### src/rtl/calc_pkg.sv
// Shared calculator definitions: keypad/display code space, result-emitter FSM states, digit-count helper.
// Latency: none (package only).
// Backpressure: not applicable.
package calc_pkg;

  // 5-bit code space shared by the keypad accumulator and the display writer.
  typedef enum logic [4:0] {
    COD_0     = 5'd0,
    COD_1     = 5'd1,
    COD_2     = 5'd2,
    COD_3     = 5'd3,
    COD_4     = 5'd4,
    COD_5     = 5'd5,
    COD_6     = 5'd6,
    COD_7     = 5'd7,
    COD_8     = 5'd8,
    COD_9     = 5'd9,
    COD_SUMA  = 5'd10,
    COD_RESTA = 5'd11,
    COD_MULT  = 5'd12,
    COD_DIV   = 5'd13,
    COD_ALMOH = 5'd15,
    COD_MENOS = 5'd16,
    COD_ERROR = 5'd17
  } codigo_t;

  // Result emitter states.
  typedef enum logic [2:0] {
    REPOSO      = 3'd0,
    CONVIERTE   = 3'd1,
    EMITE_SIGNO = 3'd2,
    EMITE       = 3'd3,
    FIN         = 3'd4
  } estado_t;

  // Smallest number of decimal digits whose range covers every ANCHO-bit magnitude.
  function automatic int n_dig_de(input int ancho);
    longint lim;
    longint pot;
    int     n;
    lim = (longint'(1) << ancho) - 1;
    pot = 1;
    n   = 0;
    for (int k = 0; k < 20; k++) begin
      if (pot <= lim) begin
        pot = pot * 10;
        n   = n + 1;
      end
    end
    if (n == 0) n = 1;
    return n;
  endfunction

endpackage

### src/rtl/bin_a_bcd.sv
// Sequential binary-to-BCD converter (double dabble), one input bit per cycle.
// Latency: ANCHO cycles from cargar to listo; bcd then holds until the next cargar.
// Backpressure: none; the result simply stays registered until reloaded.
module bin_a_bcd
  import calc_pkg::*;
#(
  parameter int ANCHO = 20,
  parameter int N_DIG = n_dig_de(ANCHO)
) (
  input  logic                 clk,
  input  logic                 reset,
  input  logic                 cargar,
  input  logic [ANCHO-1:0]     valor,
  output logic                 listo,
  output logic [4*N_DIG-1:0]   bcd
);

  localparam int CW = $clog2(ANCHO + 1);

  logic [ANCHO-1:0]   sr;
  logic [CW-1:0]      cnt;
  logic [4*N_DIG-1:0] ajuste;
  logic [4*N_DIG-1:0] bcd_sig;

  // Add 3 to every digit >= 5, then shift in the next magnitude bit MSB-first.
  always_comb begin
    ajuste = bcd;
    for (int i = 0; i < N_DIG; i++) begin
      if (bcd[4*i +: 4] >= 4'd5) ajuste[4*i +: 4] = bcd[4*i +: 4] + 4'd3;
    end
    bcd_sig = (ajuste << 1) | {{(4*N_DIG-1){1'b0}}, sr[ANCHO-1]};
  end

  // Shift register, BCD accumulator and remaining-bit counter.
  always_ff @(posedge clk) begin
    if (reset) begin
      sr  <= '0;
      cnt <= '0;
      bcd <= '0;
    end else if (cargar) begin
      sr  <= valor;
      cnt <= CW'(ANCHO);
      bcd <= '0;
    end else if (cnt != '0) begin
      sr  <= sr << 1;
      cnt <= cnt - 1'b1;
      bcd <= bcd_sig;
    end
  end

  assign listo = (cnt == '0);

endmodule

### src/rtl/emisor_digitos_resultado.sv
// Turns a binary result into an MSB-first stream of digit codes (optional minus, or a lone 'E').
// Latency: first code valid ANCHO+1 cycles after inicio (1 cycle on the error path), then one code per cycle.
// Backpressure: valid/ready; a stalled code holds stable, next code follows a transfer with no bubble.
module emisor_digitos_resultado
  import calc_pkg::*;
#(
  parameter int ANCHO = 20,
  parameter int N_DIG = n_dig_de(ANCHO)
) (
  input  logic             clk,
  input  logic             reset,
  input  logic             inicio,
  input  logic [ANCHO-1:0] valor,
  input  logic             negativo,
  input  logic             error,
  output logic [4:0]       digito,
  output logic             digito_valido,
  input  logic             digito_acepta,
  output logic             ocupado,
  output logic             fin
);

  localparam int IW = (N_DIG > 1) ? $clog2(N_DIG) : 1;

  estado_t            estado, estado_d;
  logic [IW-1:0]      idx, idx_d, lider;
  logic               neg_r, neg_d, err_r, err_d;
  logic [4:0]         digito_d;
  logic               valido_d;
  logic               cargar, listo, transfer;
  logic [4*N_DIG-1:0] bcd;

  bin_a_bcd #(
    .ANCHO (ANCHO),
    .N_DIG (N_DIG)
  ) u_bin_a_bcd (
    .clk    (clk),
    .reset  (reset),
    .cargar (cargar),
    .valor  (valor),
    .listo  (listo),
    .bcd    (bcd)
  );

  function automatic logic [4:0] cod_de(input logic [4*N_DIG-1:0] b, input logic [IW-1:0] i);
    return {1'b0, b[4*int'(i) +: 4]};
  endfunction

  assign transfer = digito_valido & digito_acepta;

  // Index of the highest non-zero BCD digit; 0 when the whole value is zero so a single '0' is sent.
  always_comb begin
    lider = '0;
    for (int i = 1; i < N_DIG; i++) begin
      if (bcd[4*i +: 4] != 4'd0) lider = IW'(i);
    end
  end

  // Next state, next output register contents and capture of the request attributes.
  always_comb begin
    estado_d = estado;
    digito_d = digito;
    valido_d = digito_valido;
    idx_d    = idx;
    neg_d    = neg_r;
    err_d    = err_r;
    cargar   = 1'b0;
    case (estado)
      REPOSO: begin
        if (inicio) begin
          neg_d = negativo;
          err_d = error;
          if (error) begin
            estado_d = EMITE;
          end else begin
            cargar   = 1'b1;
            estado_d = CONVIERTE;
          end
        end
      end
      CONVIERTE: begin
        if (listo) begin
          valido_d = 1'b1;
          if (neg_r) begin
            estado_d = EMITE_SIGNO;
            digito_d = COD_MENOS;
          end else begin
            estado_d = EMITE;
            idx_d    = lider;
            digito_d = cod_de(bcd, lider);
          end
        end
      end
      EMITE_SIGNO: begin
        if (transfer) begin
          estado_d = EMITE;
          idx_d    = lider;
          digito_d = cod_de(bcd, lider);
        end
      end
      EMITE: begin
        if (err_r) begin
          // Error path arrives here with nothing presented yet.
          if (!digito_valido) begin
            digito_d = COD_ERROR;
            valido_d = 1'b1;
          end else if (transfer) begin
            valido_d = 1'b0;
            estado_d = FIN;
          end
        end else if (transfer) begin
          if (idx == '0) begin
            valido_d = 1'b0;
            estado_d = FIN;
          end else begin
            idx_d    = idx - 1'b1;
            digito_d = cod_de(bcd, idx - 1'b1);
          end
        end
      end
      FIN: begin
        estado_d = REPOSO;
      end
      default: begin
        estado_d = REPOSO;
        valido_d = 1'b0;
      end
    endcase
  end

  // State and output registers; reset aborts any transfer in progress.
  always_ff @(posedge clk) begin
    if (reset) begin
      estado        <= REPOSO;
      digito        <= '0;
      digito_valido <= 1'b0;
      idx           <= '0;
      neg_r         <= 1'b0;
      err_r         <= 1'b0;
    end else begin
      estado        <= estado_d;
      digito        <= digito_d;
      digito_valido <= valido_d;
      idx           <= idx_d;
      neg_r         <= neg_d;
      err_r         <= err_d;
    end
  end

  assign ocupado = (estado != REPOSO) && (estado != FIN);
  assign fin     = (estado == FIN);

endmodule

### config.mk
export PLATFORM = sky130hd
export DESIGN_NAME = emisor_digitos_resultado
export DESIGN_NICKNAME = d
export VERILOG_FILES = /design/src/rtl/calc_pkg.sv /design/src/rtl/bin_a_bcd.sv /design/src/rtl/emisor_digitos_resultado.sv
export SDC_FILE = /design/constraint.sdc
export NUM_CORES = 1
export LEC_CHECK = 0
export CAP_MARGIN = 40
export CORE_MARGIN = 2
export CORE_UTILIZATION = 25
export CTS_BUF_LIST = sky130_fd_sc_hd__clkbuf_16
export DETAILED_ROUTE_END_ITERATION = 12
export MAX_ROUTING_LAYER = met4
export PLACE_DENSITY = 0.45
export SYNTH_ARGS = -nofsm -noshare
export SYNTH_HDL_FRONTEND = slang
export SYNTH_SLANG_ARGS = --single-unit
### constraint.sdc
create_clock -name clk -period 2.4 [get_ports clk]
set_input_delay 0.24 -clock clk [delete_from_list [all_inputs] [get_ports clk]]
set_output_delay 0.24 -clock clk [all_outputs]
set_load 0.05 [all_outputs]
# Word-level counts from Yosys, hierarchy flattened
# Index checks and enable logic that the tools add are counted.
[word_totals] ff_bits=67 inputBits=26 output_inout_bits=8 wordCells=122
[op_classes] reduce_logical=21 shifts=2 bitwise=3 n_lt_le_gt_ge=7 mux=53 addsub=9 eq_ne=17
[ops] cell="$mux 3" count=20
[ops] cell="$shiftx 28x6->4" count=2
[ops] cell="$mux 5" count=9
[ops] cell="$mux 20" count=2
[ops] cell="$ge 4x3->1 const B" count=7
[ops] cell="$or 28x1->28" count=1
[ops] cell="$add 4x2->4 const B" count=6
[ops] cell="$mux 4" count=6
[ops] cell="$reduce_bool 4->1" count=6
[ops] cell="$ne 3x3->1 const B" count=6
[ops] cell="$pmux 5 s3" count=1
[ops] cell="$ne 2x2->1 const B" count=7
[ops] cell="$pmux 3 s4" count=1
[ops] cell="$reduce_and 6->1" count=2
[ops] cell="$mux 1" count=11
[ops] cell="$pmux 3 s3" count=1
[ops] cell="$reduce_and 7->1" count=1
[ops] cell="$eq 3x2->1 const B" count=2
[ops] cell="$logic_not 3->1" count=2
[ops] cell="$reduce_bool 3->1" count=2
[ops] cell="$logic_not 5->1" count=1
[ops] cell="$reduce_bool 5->1" count=1
[ops] cell="$sub 5x1->5 const B" count=1
[ops] cell="$reduce_and 4->1" count=1
[ops] cell="13 further kinds" count=13

# Logic depth before layout (Yosys ltp)
[depth] depth_word=11 mapped_depth=10

# Modules after synthesis
# From an unflattened synthesis, not the netlist that was laid out.
[unflattened] cells_unflattened=461 area_unflattened_um2=3998.8
[by_module_without_submodules] mod="bin_a_bcd" cells_each=286 n_inst=1 area_per_inst_um2=2631.3
[by_module_without_submodules] mod="emisor_digitos_resultado" cells_each=175 n_inst=1 area_per_inst_um2=1367.6

# Worst setup path before layout
# No wires, ideal clock.
[synth_path] kind="flip-flop to flip-flop" start="register idx[0]" end="register digito[0]" setup_slack_ps=-10 required_ps=2277 path_stages_with_launch=11 t_arrival_ps=2286 setup_time_ps=123 cell_sequence="dfxtp_1 > clkbuf_1 > inv_1 > ha_1 > buf_2 > mux2_2 > a22oi_1 > a21oi_1 > o21bai_1 > and4_4 > a211oi_2"
[synth_between] elab_chain_cells=6 elab_cells_between_ends=9
[synth_lines] item="start: declaration" line_no="emisor_digitos_resultado.sv:26" source="logic [IW-1:0] idx, idx_d, lider;"
[synth_lines] item="start signal: assignment" line_no="emisor_digitos_resultado.sv:144" source="idx <= idx_d;"
[synth_lines] item="$sub 3x1->3" line_no="emisor_digitos_resultado.sv:117" source="digito_d = cod_de(bcd, idx - 1'b1);"
[synth_lines] item="$shiftx 28x6->4" line_no="emisor_digitos_resultado.sv:46" source="return {1'b0, b[4*int'(i) +: 4]};"
[synth_lines] item="$mux 5" line_no="emisor_digitos_resultado.sv:112" source="if (idx == '0) begin"
[synth_lines] item="$mux 5" line_no="emisor_digitos_resultado.sv:111" source="end else if (transfer) begin"
[synth_lines] item="$mux 5" line_no="emisor_digitos_resultado.sv:102" source="if (err_r) begin"
[synth_lines] item="$pmux 5 s3" line_no="emisor_digitos_resultado.sv:68" source="case (estado)"
[synth_lines] item="end signal: assignment" line_no="emisor_digitos_resultado.sv:142" source="digito <= digito_d;"
[synth_lines] item="end: declaration" line_no="emisor_digitos_resultado.sv:16" source="output logic [4:0] digito,"
# Several ways; a longest one is shown, not always the timed one. The select of a mux whose other input is x is not followed.
# A chain may end at the register's enable or synchronous reset.

# Final worst setup path
[layout_path] start="register u_bin_a_bcd.bcd[13]" end="register digito[1]"
[layout_between] elab_chain_cells=9 elab_cells_between_ends=14
[layout_lines] item="start: declaration" line_no="bin_a_bcd.sv:15" source="output logic [4*N_DIG-1:0] bcd"
[layout_lines] item="start signal: assignment" line_no="bin_a_bcd.sv:47" source="bcd <= bcd_sig;"
[layout_lines] item="$reduce_bool 4->1" line_no="emisor_digitos_resultado.sv:55" source="if (bcd[4*i +: 4] != 4'd0) lider = IW'(i);"
[layout_lines] item="$mux 3 (4 in a row)" line_no="emisor_digitos_resultado.sv:55"
[layout_lines] item="$shiftx 28x6->4" line_no="emisor_digitos_resultado.sv:46"
[layout_lines] item="$mux 5" line_no="emisor_digitos_resultado.sv:84" source="if (neg_r) begin"
[layout_lines] item="$mux 5" line_no="emisor_digitos_resultado.sv:82" source="if (listo) begin"
[layout_lines] item="$pmux 5 s3 (*)" line_no="emisor_digitos_resultado.sv:68"
# Mark *: on every way between the ends. The rest lies on a longest branch, timed or not. The select of a mux whose other input is x is not followed.

==> flow_summary.json <==
{
  "clockRootBuffer": "clkbuf_16",
  "synth_largest_area_cell": "dfxtp_1",
  "place.detailed.hpwl_um": 7890,
  "synth_seq_cells": 67,
  "synth_edf_count": 0,
  "swShare_pct": 45.6,
  "min-delay-start": "u_bin_a_bcd.sr[19]",
  "instances_no_fill": 797,
  "ant_nets": 0,
  "worst-endpoint-arrival_ns": 2.50,
  "tightest_slew_ns": 0.578,
  "core_region_area_um2": 15900,
  "drc": 0,
  "grt_use_total_pct": 13.8,
  "wl_met3_um": 322,
  "slew_viol_final": 0,
  "postSynth.asyncResetShare_pct": 0,
  "die_area_um2": 17400,
  "setup_violations": 0,
  "grt_max_degree": 53,
  "fin_crit_ns": 2.28,
  "fmax_ghz": 0.439,
  "yosys-top-cells-area": "dfxtp_1, nand2_1, a21oi_1",
  "p_per_area_nw_per_um2": 1220,
  "status": "complete, no violations",
  "reg2reg_depth": 8,
  "maxCapViolations": 0,
  "antenna_found_initial": 0,
  "endpoint_kind": "flip-flop",
  "postCtsHoldBufs": 0,
  "drive_gt1_share_pct": 11.4,
  "regToRegStartpoint": "u_bin_a_bcd.bcd[13]",
  "io_pins": 34,
  "rsz0062_at_grt": "true",
  "synth_area_um2": 4080,
  "p_seq_share_pct": 25.9,
  "drt_iter0_drc": 251,
  "slew_headroom_pct": 61.4,
  "met1_length_um": 5700,
  "internal-power_mw": 3.34,
  "critPathKind": "reg2reg",
  "pwr-share-clk_pct": 19.6,
  "gr-total-overflow": 0,
  "fin_skew_ns": 0.00369,
  "cts.sinks": 67,
  "nets": 620,
  "first_global_vias": 3688,
  "clk_pin_slew_ns": 0.06,
  "htree_levels": 3,
  "die_h_um": 132,
  "layout_setup_ws_ns": 0.124,
  "worstHoldPathCells": 2,
  "r2r_end": "digito[1]",
  "routed_wl_um": 11400,
  "grt_first_pass_wirelength_um": 18900,
  "wl_per_cell_um": 14.3,
  "worstSkewPairLatency_ns": 0.34,
  "cts_tree": "done",
  "irDropWorstVdd_v": 0.000433,
  "fin_crit_sh_pct": 94.9,
  "dr.pass1.iters": 4,
  "synth.yosys.seq_area_share_pct": 32.9,
  "highest_layer": "met4",
  "crit_required_ns": 2.62,
  "gp_congestion": 0.898,
  "crit_fanout": 5,
  "r2r_slack_ns": 0.12,
  "areaGrowthSynthToFinish_pct": 23.4,
  "synthCells": 537,
  "finalHoldViolations": 0,
  "hp-class": "reg2reg",
  "synth_nets": 580,
  "n_antenna_cell": 0,
  "p_leak_nw": 1.78,
  "startpoint_type": "flip-flop",
  "yosysWarnings": 0,
  "die_x_um": 132,
  "finalPower_mw": 6.14,
  "synth.avg_cell_area_um2": 7.60,
  "place.port_buffers": 33,
  "synth_top_area_share_pct": 32.9,
  "hold_path_end": "u_bin_a_bcd.bcd[0]",
  "clock_path_buffers": 2,
  "synthFlopType": "dfxtp_1",
  "switching_power_mw": 2.80,
  "dp_slack_ns": 0.138,
  "start_util_pct": 25.6,
  "synth.most_common_cell": "nand2_1",
  "post-place-cells": 781,
  "num_rows": 46,
  "yosys-top-cells-count": "nand2_1, dfxtp_1, nor2_1",
  "vias": 3878,
  "numCtsBuffers": 9,
  "drt-vias-per-instance": 4.87,
  "ys_types": 63,
  "p_comb_share_pct": 54.4,
  "met2_length_um": 5180
}
## area by class of cell
cell class | instances | area, um^2
Multi-Input combinational cell | 413 | 2520
Inverter | 25 | 93.8
Timing Repair Buffer | 61 | 553
Fill cell | 1702 | 10900
Clock inverter | 6 | 35.0
Tap cell | 216 | 270
Sequential cell | 67 | 1340
Clock buffer | 9 | 225
## critical path, cell delays in order (launching register included)
cell and delay (ns):
dfxtp_1 0.35, inv_1 0.14, ha_1 0.25, or3b_1 0.38
o211ai_1 0.29, o211ai_2 0.16, o221a_1 0.25, o211ai_1 0.22
a31oi_1 0.11
## timing repair
action	in CTS	in global routing
gates resized for setup	0	0
setup endpoints to repair	0	4
endpoints found under the hold margin	0	0
setup buffers	0	1
## registers in the layout (all words and copies together) (netlist names)
register and cells:
u_bin_a_bcd.cnt 5, digito 5, idx 3, estado 3, neg_r 1, digito_valido 1
u_bin_a_bcd.sr 20, u_bin_a_bcd.bcd 28, err_r 1
## cells by family (layout without fill, tap and decap cells)
family,after synthesis,after routing,share of synthesized area [%]
xor gates and xnor gates,11,11,2.36
and+or+nand+nor,212,212,24.0
DFF,67,67,32.9
muxes,9,9,3.46
adders and majority gates,17,17,5.21
AOI/OAI and AO/OA,164,164,26.6
buffers and inverters,57,101,5.49
## power groups by stage
| stage | registers [mW] | logic, mW | clock network (mW) |
|---|---|---|---|
| 3_5_place_dp | 1.62 | 3.31 | 0 |
| 6_report | 1.59 | 3.34 | 1.21 |
| 5_1_grt | 1.64 | 3.69 | 1.28 |
| 2_1_floorplan | 1.69 | 2.25 | 0 |
| 4_1_cts | 1.60 | 3.34 | 1.24 |
| 3_3_place_gp | 1.61 | 3.30 | 0 |
## worst max path at each step
stage / endpoint / cells past startpoint / slack (ns) / start
final: digito[1] / 8 / 0.12 / u_bin_a_bcd.bcd[13]
after global routing: digito[3] / 8 / -0.01 / u_bin_a_bcd.bcd[13]
after CTS: digito[2] / 8 / 0.12 / u_bin_a_bcd.bcd[13]
after detailed placement: digito[2] / 8 / 0.14 / u_bin_a_bcd.bcd[13]
after global placement: digito[1] / 8 / 0.16 / u_bin_a_bcd.bcd[20]
after floorplan: digito[0] / 10 / 0.16 / idx[0]
## per-stage QoR
| stage | instance area [um^2] | hold WS (ns) | TNS, ns | util (%) |
|---|---|---|---|---|
| 2_1_floorplan | 4080 | 0.376 | 0 | - |
| 5_1_grt | 5040 | 0.494 | -0.0195 | 31.6 |
| 6_report | 5040 | 0.460 | 0 | 31.6 |
| 4_1_cts | 5030 | 0.462 | 0 | 31.5 |
| 3_5_place_dp | 4770 | 0.454 | 0 | 29.9 |
| 3_3_place_gp | 4770 | 0.451 | 0 | 29.9 |
## layout by cell type, fill, tap and decap left out, types with 4 or more instances in the layout
master           count
a31oi_1              4
nand3_1             10
nor2_1              61
xnor2_1              8
nor3_1               7
mux4_2               4
mux2i_1              4
o21ai_0             39
o211ai_1             4
inv_1               25
ha_1                17
dfxtp_1             67
a211oi_1            11
buf_4               27
a21oi_1             56
clkbuf_16            9
clkdlybuf4s50_1     33
nand2b_1            11
a311oi_1            20
nand2_1             96
nor3b_1              6
## layer usage
layer,vias up,GRT usage [%]
met4,0,5.13
met1,1841,18.0
li1,1977,-
met5,-,-
met3,13,3.11
met2,47,21.0
Power figures use the tool's default switching activity.
